### src/rtl/sa_rr_scheduler_3port_if.sv
// Switch-allocation bundle between route compute / out units and the 3-port
// round-robin scheduler. Master drives requests and full flags; slave is the scheduler.
interface sa_rr_scheduler_3port_if #(
  parameter int unsigned CNT_W = 16
);
  logic [2:0]       req_x_dst;
  logic [2:0]       req_y_dst;
  logic [2:0]       req_local_dst;
  logic             out_x_full;
  logic             out_y_full;
  logic             out_local_full;
  logic [2:0]       out_x_sw;
  logic [2:0]       out_y_sw;
  logic [2:0]       out_local_sw;
  logic             in_x_grant;
  logic             in_y_grant;
  logic             in_local_grant;
  logic             err_multi;
  logic [CNT_W-1:0] grant_cnt_x;
  logic [CNT_W-1:0] grant_cnt_y;
  logic [CNT_W-1:0] grant_cnt_local;
  logic [CNT_W-1:0] stall_cnt;

  modport master (
    output req_x_dst, req_y_dst, req_local_dst,
    output out_x_full, out_y_full, out_local_full,
    input  out_x_sw, out_y_sw, out_local_sw,
    input  in_x_grant, in_y_grant, in_local_grant,
    input  err_multi,
    input  grant_cnt_x, grant_cnt_y, grant_cnt_local, stall_cnt
  );

  modport slave (
    input  req_x_dst, req_y_dst, req_local_dst,
    input  out_x_full, out_y_full, out_local_full,
    output out_x_sw, out_y_sw, out_local_sw,
    output in_x_grant, in_y_grant, in_local_grant,
    output err_multi,
    output grant_cnt_x, grant_cnt_y, grant_cnt_local, stall_cnt
  );
endinterface

### src/rtl/sa_rr_scheduler_3port.sv
// Registered round-robin switch allocator for the 3-port (X, Y, LOCAL) border router.
// Per-output rotating one-hot priority pointer; registered crossbar selects and pop grants.
// Optional performance counters are built only when SA_PERF_CNT_EN is defined;
// otherwise the counter ports read 0.
// Index convention everywhere: 0 = X, 1 = Y, 2 = LOCAL.
module sa_rr_scheduler_3port #(
  parameter int unsigned CNT_W            = 16,
  parameter bit          MASK_AFTER_GRANT = 1'b1
) (
  input logic                 clk,
  input logic                 rst,
  sa_rr_scheduler_3port_if.slave bus
);
  localparam int unsigned NP = 3;

  logic [NP-1:0][NP-1:0] req_raw;   // [input][dst]
  logic [NP-1:0][NP-1:0] req_s;     // sanitised, at most one dst per input
  logic [NP-1:0]         full;
  logic                  multi_c;
  logic [NP-1:0][NP-1:0] elig;      // [output][input]
  logic [NP-1:0][NP-1:0] sw_d, sw_q;   // [output][input]
  logic [NP-1:0][NP-1:0] ptr_d, ptr_q; // [output] one-hot pointer
  logic [NP-1:0]         grant_d, grant_q;
  logic                  err_d, err_q;

  assign req_raw[0] = bus.req_x_dst;
  assign req_raw[1] = bus.req_y_dst;
  assign req_raw[2] = bus.req_local_dst;
  assign full       = {bus.out_local_full, bus.out_y_full, bus.out_x_full};

  // First eligible input at or after the one-hot pointer, wrapping X->Y->LOCAL->X.
  function automatic logic [NP-1:0] rr_pick(input logic [NP-1:0] req, input logic [NP-1:0] ptr);
    logic [NP-1:0] win;
    logic [NP-1:0] cand;
    logic          found;
    win   = '0;
    cand  = ptr;
    found = 1'b0;
    for (int k = 0; k < NP; k++) begin
      if (!found && (|(req & cand))) begin
        win   = cand;
        found = 1'b1;
      end
      cand = {cand[NP-2:0], cand[NP-1]};
    end
    return win;
  endfunction

  // Keep only the lowest destination bit per input and flag multi-hot requests.
  always_comb begin
    multi_c = 1'b0;
    req_s   = '0;
    for (int i = 0; i < NP; i++) begin
      req_s[i] = req_raw[i] & (~req_raw[i] + NP'(1));
      multi_c  = multi_c | ((req_raw[i] & (req_raw[i] - NP'(1))) != '0);
    end
  end

  // Per-output eligibility, round-robin pick, pointer advance and input grant fan-in.
  always_comb begin
    elig    = '0;
    sw_d    = '0;
    ptr_d   = ptr_q;
    grant_d = '0;
    err_d   = err_q | multi_c;
    for (int o = 0; o < NP; o++) begin
      for (int i = 0; i < NP; i++) begin
        elig[o][i] = req_s[i][o] & ~full[o] & ~(MASK_AFTER_GRANT & grant_q[i]);
      end
      sw_d[o] = rr_pick(elig[o], ptr_q[o]);
      if (|sw_d[o]) begin
        ptr_d[o] = {sw_d[o][NP-2:0], sw_d[o][NP-1]};
      end
      for (int i = 0; i < NP; i++) begin
        grant_d[i] = grant_d[i] | sw_d[o][i];
      end
    end
  end

  // Scheduler state; reset aborts any pulse and points every output back at X.
  always_ff @(posedge clk or posedge rst) begin
    if (rst) begin
      sw_q    <= '0;
      grant_q <= '0;
      err_q   <= 1'b0;
      for (int o = 0; o < NP; o++) begin
        ptr_q[o] <= NP'(1);
      end
    end else begin
      sw_q    <= sw_d;
      grant_q <= grant_d;
      err_q   <= err_d;
      ptr_q   <= ptr_d;
    end
  end

  assign bus.out_x_sw       = sw_q[0];
  assign bus.out_y_sw       = sw_q[1];
  assign bus.out_local_sw   = sw_q[2];
  assign bus.in_x_grant     = grant_q[0];
  assign bus.in_y_grant     = grant_q[1];
  assign bus.in_local_grant = grant_q[2];
  assign bus.err_multi      = err_q;

`ifdef SA_PERF_CNT_EN
  logic [NP-1:0][CNT_W-1:0] gcnt_q;
  logic [CNT_W-1:0]         stall_q;
  logic                     blocked_c;

  // A cycle stalls when any full output has at least one request aimed at it.
  always_comb begin
    blocked_c = 1'b0;
    for (int o = 0; o < NP; o++) begin
      for (int i = 0; i < NP; i++) begin
        blocked_c = blocked_c | (full[o] & req_s[i][o]);
      end
    end
  end

  // Wrapping grant and stall counters.
  always_ff @(posedge clk or posedge rst) begin
    if (rst) begin
      gcnt_q  <= '0;
      stall_q <= '0;
    end else begin
      for (int o = 0; o < NP; o++) begin
        if (|sw_q[o]) begin
          gcnt_q[o] <= gcnt_q[o] + CNT_W'(1);
        end
      end
      if (blocked_c) begin
        stall_q <= stall_q + CNT_W'(1);
      end
    end
  end

  assign bus.grant_cnt_x     = gcnt_q[0];
  assign bus.grant_cnt_y     = gcnt_q[1];
  assign bus.grant_cnt_local = gcnt_q[2];
  assign bus.stall_cnt       = stall_q;
`else
  assign bus.grant_cnt_x     = CNT_W'(0);
  assign bus.grant_cnt_y     = CNT_W'(0);
  assign bus.grant_cnt_local = CNT_W'(0);
  assign bus.stall_cnt       = CNT_W'(0);
`endif
endmodule
### src/flat_wrapper.sv
// flat-port wrapper written by rule: the top's interface ports become plain ports
module sa_rr_scheduler_3port_flat 
#(
  parameter int unsigned CNT_W            = 16,
  parameter bit          MASK_AFTER_GRANT = 1'b1
)
  (clk, rst, bus_req_x_dst, bus_req_y_dst, bus_req_local_dst, bus_out_x_full, bus_out_y_full, bus_out_local_full, bus_out_x_sw, bus_out_y_sw, bus_out_local_sw, bus_in_x_grant, bus_in_y_grant, bus_in_local_grant, bus_err_multi, bus_grant_cnt_x, bus_grant_cnt_y, bus_grant_cnt_local, bus_stall_cnt);
  sa_rr_scheduler_3port_if #(.CNT_W(CNT_W)) bus_i ();
  input logic clk;
  input logic rst;
  input wire logic [$bits(bus_i.req_x_dst)-1:0] bus_req_x_dst;
  input wire logic [$bits(bus_i.req_y_dst)-1:0] bus_req_y_dst;
  input wire logic [$bits(bus_i.req_local_dst)-1:0] bus_req_local_dst;
  input wire logic [$bits(bus_i.out_x_full)-1:0] bus_out_x_full;
  input wire logic [$bits(bus_i.out_y_full)-1:0] bus_out_y_full;
  input wire logic [$bits(bus_i.out_local_full)-1:0] bus_out_local_full;
  output wire logic [$bits(bus_i.out_x_sw)-1:0] bus_out_x_sw;
  output wire logic [$bits(bus_i.out_y_sw)-1:0] bus_out_y_sw;
  output wire logic [$bits(bus_i.out_local_sw)-1:0] bus_out_local_sw;
  output wire logic [$bits(bus_i.in_x_grant)-1:0] bus_in_x_grant;
  output wire logic [$bits(bus_i.in_y_grant)-1:0] bus_in_y_grant;
  output wire logic [$bits(bus_i.in_local_grant)-1:0] bus_in_local_grant;
  output wire logic [$bits(bus_i.err_multi)-1:0] bus_err_multi;
  output wire logic [$bits(bus_i.grant_cnt_x)-1:0] bus_grant_cnt_x;
  output wire logic [$bits(bus_i.grant_cnt_y)-1:0] bus_grant_cnt_y;
  output wire logic [$bits(bus_i.grant_cnt_local)-1:0] bus_grant_cnt_local;
  output wire logic [$bits(bus_i.stall_cnt)-1:0] bus_stall_cnt;
  assign bus_i.req_x_dst = bus_req_x_dst;
  assign bus_i.req_y_dst = bus_req_y_dst;
  assign bus_i.req_local_dst = bus_req_local_dst;
  assign bus_i.out_x_full = bus_out_x_full;
  assign bus_i.out_y_full = bus_out_y_full;
  assign bus_i.out_local_full = bus_out_local_full;
  assign bus_out_x_sw = bus_i.out_x_sw;
  assign bus_out_y_sw = bus_i.out_y_sw;
  assign bus_out_local_sw = bus_i.out_local_sw;
  assign bus_in_x_grant = bus_i.in_x_grant;
  assign bus_in_y_grant = bus_i.in_y_grant;
  assign bus_in_local_grant = bus_i.in_local_grant;
  assign bus_err_multi = bus_i.err_multi;
  assign bus_grant_cnt_x = bus_i.grant_cnt_x;
  assign bus_grant_cnt_y = bus_i.grant_cnt_y;
  assign bus_grant_cnt_local = bus_i.grant_cnt_local;
  assign bus_stall_cnt = bus_i.stall_cnt;
  sa_rr_scheduler_3port #(.CNT_W(CNT_W), .MASK_AFTER_GRANT(MASK_AFTER_GRANT)) u_core (.clk(clk), .rst(rst), .bus(bus_i));
endmodule
### config.mk
export PLATFORM = sky130hd
export DESIGN_NAME = sa_rr_scheduler_3port_flat
export DESIGN_NICKNAME = d
export VERILOG_FILES = /design/src/rtl/sa_rr_scheduler_3port_if.sv /design/src/rtl/sa_rr_scheduler_3port.sv /design/src/flat_wrapper.sv
export SDC_FILE = /design/constraint.sdc
export NUM_CORES = 1
export LEC_CHECK = 0
export CORE_MARGIN = 3
export CORE_UTILIZATION = 36
export CTS_CLUSTER_DIAMETER = 40
export DETAILED_ROUTE_END_ITERATION = 10
export PLACE_DENSITY = 0.89
export SYNTH_ARGS = -nofsm -noshare
export SYNTH_HDL_FRONTEND = slang
export SYNTH_SLANG_ARGS = --single-unit
### constraint.sdc
create_clock -name clk -period 1.75 [get_ports clk]
set_clock_uncertainty 0.1 [all_clocks]
set_input_delay 0.175 -clock clk [delete_from_list [all_inputs] [get_ports clk]]
set_output_delay 0.175 -clock clk [all_outputs]
set_load 0.02 [all_outputs]
Yosys cells after proc, flatten, opt, wreduce, memory -nomap -nowiden:

Index checks and enable logic that the tools add are counted.
Widths: inputs -> output; s select.

* register bits: 22
* bits of input ports: 14
* output and inout port bits: 77
* word-level logic and storage cells: 107

* add/subtract/negate cells: 6
* multiplexer cells: 15
* bitwise gates (word level): 51
* reductions and logical operators: 27

Operators by type and width (count)
* $and 3x3->3: 15
* $reduce_or 3->1: 12
* $mux 3: 9
* $and 1x1->1: 18
* $add 3x1->3 const B: 3
* $not 3->3: 3
* $or 1x1->1: 9
* $reduce_bool 3->1: 3
* $sub 3x1->3 const B: 3
* $logic_and 1x1->1: 6
* $logic_not 1->1: 6
* $mux 1: 6
* $not 1->1: 6

Depth between registers and ports, before layout:

Gate-level depths: netlist of the first run.

* depth after elaboration: 16
* depth in mapped cells: 7
* depth with buffers taken out: 6

Worst setup path before layout of the first run:

OpenSTA, ideal clock, no wires.

* kind: register -> register
* start point: reg u_core.grant_q[2]
* end point: reg u_core.grant_q[0]
* setup time: 0.148 ns
* arrival: 1.694 ns
* required time: 1.502 ns
* setup slack: -0.191 ns
* cell stages (with the launch flop): 6
* path buffers: 0
* clock period less this slack: 1.941 ns
* cell sequence: dfrtp_1 or4b_4 a31o_1 a32oi_1 a21boi_2 o2111ai_1

* cells in the longest elaborated chain, start to end: 13
* elaborated cells between the ends (all ways): 51
* classes of those cells: mux: 15; bitwise: 15; reduce/logical: 21

RTL lines
* start: declaration: line sa_rr_scheduler_3port.sv:23 `logic [NP-1:0] grant_d, grant_q;`
* start signal: assignment: line sa_rr_scheduler_3port.sv:91 `grant_q <= grant_d;`
* $not 1->1 *: line sa_rr_scheduler_3port.sv:68 `elig[o][i] = req_s[i][o] & ~full[o] & ~(MASK_AFTER_GRANT & grant_q[i]);`
* $and 1x1->1: line sa_rr_scheduler_3port.sv:68
* $and 3x3->3: line sa_rr_scheduler_3port.sv:40 `if (!found && (|(req & cand))) begin`
* $reduce_or 3->1: line sa_rr_scheduler_3port.sv:40
* $mux 1: line sa_rr_scheduler_3port.sv:40
* $logic_not 1->1: line sa_rr_scheduler_3port.sv:40
* $logic_and 1x1->1: line sa_rr_scheduler_3port.sv:40
* $mux 1: line sa_rr_scheduler_3port.sv:40
* $logic_not 1->1: line sa_rr_scheduler_3port.sv:40
* $logic_and 1x1->1: line sa_rr_scheduler_3port.sv:40
* $mux 3: line sa_rr_scheduler_3port.sv:40
* $or 1x1->1: line sa_rr_scheduler_3port.sv:75 `grant_d[i] = grant_d[i] | sw_d[o][i];`
* $or 1x1->1 *: line sa_rr_scheduler_3port.sv:75
* net u_core.grant_d[0]: line sa_rr_scheduler_3port.sv:23

The timed path passes the listed nets; every way through them passes the cells marked *.
A chain may end at the register's enable or synchronous reset.

Final worst setup path of the first run:

Ends and elaborated chain as after synthesis.

==> summary by stage, run 1 <==
Clock tree
Clock-pin slew was measured on the worst setup and hold paths at 80 ps. The depth of the CTS H-tree is 1. Buffers inserted during clock tree synthesis total 3. The later pin in the worst-skew pair is clocked with a latency of 270 ps. The CTS tree is done. Clock tree synthesis found a total of 22 sinks. CTS placed an instance of clkbuf_8 at the clock tree root.

The deepest clock path buffer count is 2.

Drt
The count of nets left with antenna violations once routing finished came out at 0. The final layout contains routed wiring with a total length of 5240 um. The mean number of vias per cell is 4.77. The detailed router finished its first iteration with 147 violations. After detailed routing, the average wire length per cell comes to 15.2 um. The count of unresolved DRC violations after routing is 0. The total via count in the routed design is 1647. The number of iterations in the first detailed-routing pass is 4.

Setup path
The largest individual stage delay along the critical path comes from the cell or4b_4. The endpoint required time on the critical path is 1790 ps. In this run the critical register-to-register path is launched from u_core.grant_q[2]. Traced cell by cell, the critical path runs through or4b_4 -> a31o_1 -> a32oi_2 -> a21boi_4 -> o2111ai_1.

The cell depth of the worst setup path is 5. The data arrival time at the worst-slack endpoint is 2020 ps. STA classifies the critical path endpoint as a flip-flop. The cell count of the worst reg-to-reg path is 5. In this design, the stage delay of the slowest critical-path cell is 510 ps. The family of cells with the greatest summed delay on the critical path is compound AO/OA/AOI/OAI gates.

The critical-path maximum fanout is 5. The kind of launch point of the worst setup path is a flip-flop. The number of buffers and inverters on the critical path is 0. The setup check on the worst reg-to-reg path leaves a slack of -230 ps. The critical path class is flip-flop to flip-flop.

The worst register-to-register path ends at u_core.grant_q[0].

Outcome
The run finished, with violations left. The final reports fail on setup timing.

Timing
In this run the tightest slew margin relative to its limit is 0.648. The maximum achievable frequency is 505 MHz. The smallest setup slack after layout is -231 ps. The final-report setup violation count is 10. Setup repair after global routing could not meet its margin everywhere.

The worst path in the final design needs a cycle of 1980 ps, including I/O delays and setup. For the final routed database, the setup TNS stands at -954 ps. At the pin with the least slew margin, the transition time is 521 ps. Dividing the final minimum period by the clock period gives 1.13.

The number of slew-limit violations in the final report came to 0. The number of hold violations in the final report is 0.

Logic synthesis
Synthesis inferred 22 register bits. Counting flops with a built-in enable in the synthesized netlist gives 0. Of the synthesized area, sequential elements account for 0.316. The fraction of synthesis flops using an asynchronous set or reset pin is 1.00. The share of the synthesized area in the top cell type is 0.274. For this run, the number of Yosys warnings is 0. The unique cell type count in the Yosys netlist is 43. The combined area of all synthesized cells is 1750 sq um. In the synthesized netlist the dominant register cell turns out to be dfrtp_1. buf_4 takes more of the synthesized area than any other cell. Counting every instance in the synthesized netlist gives 207. The synthesized area per cell is 8.46 sq um. By area the synthesized netlist is led by buf_4 (27%), dfrtp_1 (27%), nand2_1 (5.6%).

Worst hold path
The path type of the worst min-delay path is input port to asynchronous set/reset pin.

Power
In this run the power density over the cells is 1110 nW/um^2. The leakage power is 1.22 nW. The highest ir drop seen on vdd is 0.576 mV.

Overall power consumption after layout is estimated at 2.71 mW.

Placed design
Timing analysis after detailed placement gives a worst setup slack of -445 ps. Port buffering added 26 buffers. The total half-perimeter wirelength after legalization and detailed placement is 3370 um.

The weighted congestion reported at the end of routability-driven placement is 0.929.

Finish
The area growth from synthesis to layout is 38.8%. The number of diodes added for antenna fixing is 0. At the end of the flow, the number of nets in the layout was 295. The fill cell total of the finished layout is 367. The share of post-route cells with drive strength above 1 is 0.304. The share of the core filled with cells in the final layout is 0.536.

Die
The floorplan has 24 rows. The core region area is 4530 sq um. The number of top-level design ports is 91. The die is 75.8 um wide. The effective utilization at floorplan is 0.386. The floorplan step set the die height to 75.8 um.

The area of the die is 5740 sq um.

Global route
The first global-routing pass estimated 6730 um of wire. Across every metal layer, demand over resource in global routing totals 0.156. Entering global routing, the biggest net connects 23 pins. Summed over all layers, the global routing overflow is 0. The number of antenna violations at the first check in global routing is 0.

The via count of the first global-routing pass is 1433.

Job
The tool flagged a number of max-cap violations equal to 0.
-- layout make-up --
cell class,instances,area (sq um),share of cell area
timing repair buffer,72,616,0.253
clock buffer,4,55.1,0.0226
sequential,22,558,0.230
multi-input combinational,171,1080,0.444
inverter,11,41.3,0.0170
tap,65,81.3,0.0335
-- worst min-delay path, stage by stage --
cell and delay (ps):
clkdlybuf4s50_1 400, inv_1 60, buf_4 280
-- layout by cell type (no fill, tap or decap), types with 2 or more instances in the layout --
master / Yosys / routed
clkdlybuf4s50_1: 0 / 22
conb_1: 1 / 64
dlygate4sd2_1: 0 / 3
nand2_1: 26 / 22
nor2_1: 8 / 8
and2_1: 4 / 4
a21oi_1: 4 / 2
inv_1: 11 / 11
clkbuf_8: 0 / 4
or4b_4: 2 / 3
a21boi_4: 0 / 2
nor4b_2: 0 / 2
nand2b_1: 2 / 2
o31ai_1: 3 / 3
nor2b_4: 0 / 3
nand4b_1: 2 / 2
a31o_1: 4 / 4
dfrtp_2: 0 / 3
a21oi_2: 0 / 2
dfstp_2: 3 / 3
o21ai_0: 13 / 11
nand2_2: 0 / 4
o2111ai_1: 2 / 2
o21ai_1: 1 / 3
nor4_2: 1 / 3
buf_6: 0 / 3
buf_4: 64 / 43
a32oi_2: 0 / 2
dfrtp_1: 19 / 16
-- layer usage --
metal,track usage,part of all wire
met2,0.293,0.55
met1,0.168,0.36
met4,0.0505,0.026
met3,0.0422,0.068
met5,0,0
-- synth_stat cells, drive strengths merged (2+ instances only) --
| cell | count |
|---|---|
| a32oi | 3 |
| o2111ai | 2 |
| nor2b | 3 |
| a31oi | 2 |
| nand2b | 2 |
| dfrtp | 19 |
| inv | 11 |
| and2 | 4 |
| a2bb2oi | 2 |
| nor4 | 4 |
| a21boi | 3 |
| nand4b | 2 |
| a31o | 5 |
| a21oi | 4 |
| dfstp | 3 |
| nor2 | 8 |
| o21ai | 14 |
| nor3 | 2 |
| buf | 65 |
| nor4b | 3 |
| o31ai | 3 |
| or4b | 3 |
| nand2 | 26 |
-- kinds of logic (layout without fill, tap and decap cells) --
logic type | count (synthesis) | count (layout) | share of synthesized area
simple gates | 62 | 62 | 0.196
buf+inv | 77 | 87 | 0.303
flops | 22 | 22 | 0.316
other cells | 1 | 64 | 0.00214
compound gates | 44 | 44 | 0.176
fa+ha+maj | 1 | 1 | 0.00571
-- power by group --
group          leakage (nW)  switching, mW  internal [mW]  total (mW)
Clock                0.0288          0.167          0.201       0.368
Sequential            0.278          0.225          0.688       0.913
Combinational         0.912          0.769          0.659        1.43
-- worst max-delay path by stage --
stage,startpoint,end
after floorplan,u_core.grant_q[0],u_core.grant_q[1]
after global placement,bus_req_local_dst[0],u_core.grant_q[0]
after detailed placement,bus_out_y_full,u_core.grant_q[0]
after CTS,u_core.grant_q[2],u_core.grant_q[0]
after global routing,u_core.grant_q[2],u_core.grant_q[0]
final,u_core.grant_q[2],u_core.grant_q[0]
-- sequential cells by signal (all words and copies together) (netlist names) --
| register | cells |
|---|---|
| u_core.ptr_q | 9 |
| u_core.bus.out_local_sw | 3 |
| u_core.bus.out_x_sw | 3 |
| u_core.bus.out_y_sw | 3 |
| u_core.grant_q | 3 |
| u_core.bus.err_multi | 1 |
-- per-stage QoR --
stage	std cells	hold slack (ps)	instance area [sq um]
finish	345	159	2430
floorplan	270	61.9	2000
global route	345	219	2430
CTS	341	171	2290
detailed placement	332	412	2130
global placement	332	394	2130
-- timing repair --
action,CTS,global route
cloned,0,0
endpoints found under the setup margin,15,18
pin swaps,6,7
gates resized for setup,17,25
hold buffers,0,0
buffers inserted,6,6
Power figures use the tool's default switching activity.
==> inputs of run 2 (changes only) <==
--- a/config.mk
+++ b/config.mk
@@ -10,6 +10,7 @@
 export CTS_CLUSTER_DIAMETER = 40
 export DETAILED_ROUTE_END_ITERATION = 10
 export PLACE_DENSITY = 0.89
+export SLEW_MARGIN = 40
 export SYNTH_ARGS = -nofsm -noshare
 export SYNTH_HDL_FRONTEND = slang
 export SYNTH_SLANG_ARGS = --single-unit
==> results of run 2 <==
Same layout as run 1: the final DEF is identical, and so are final timing and power.
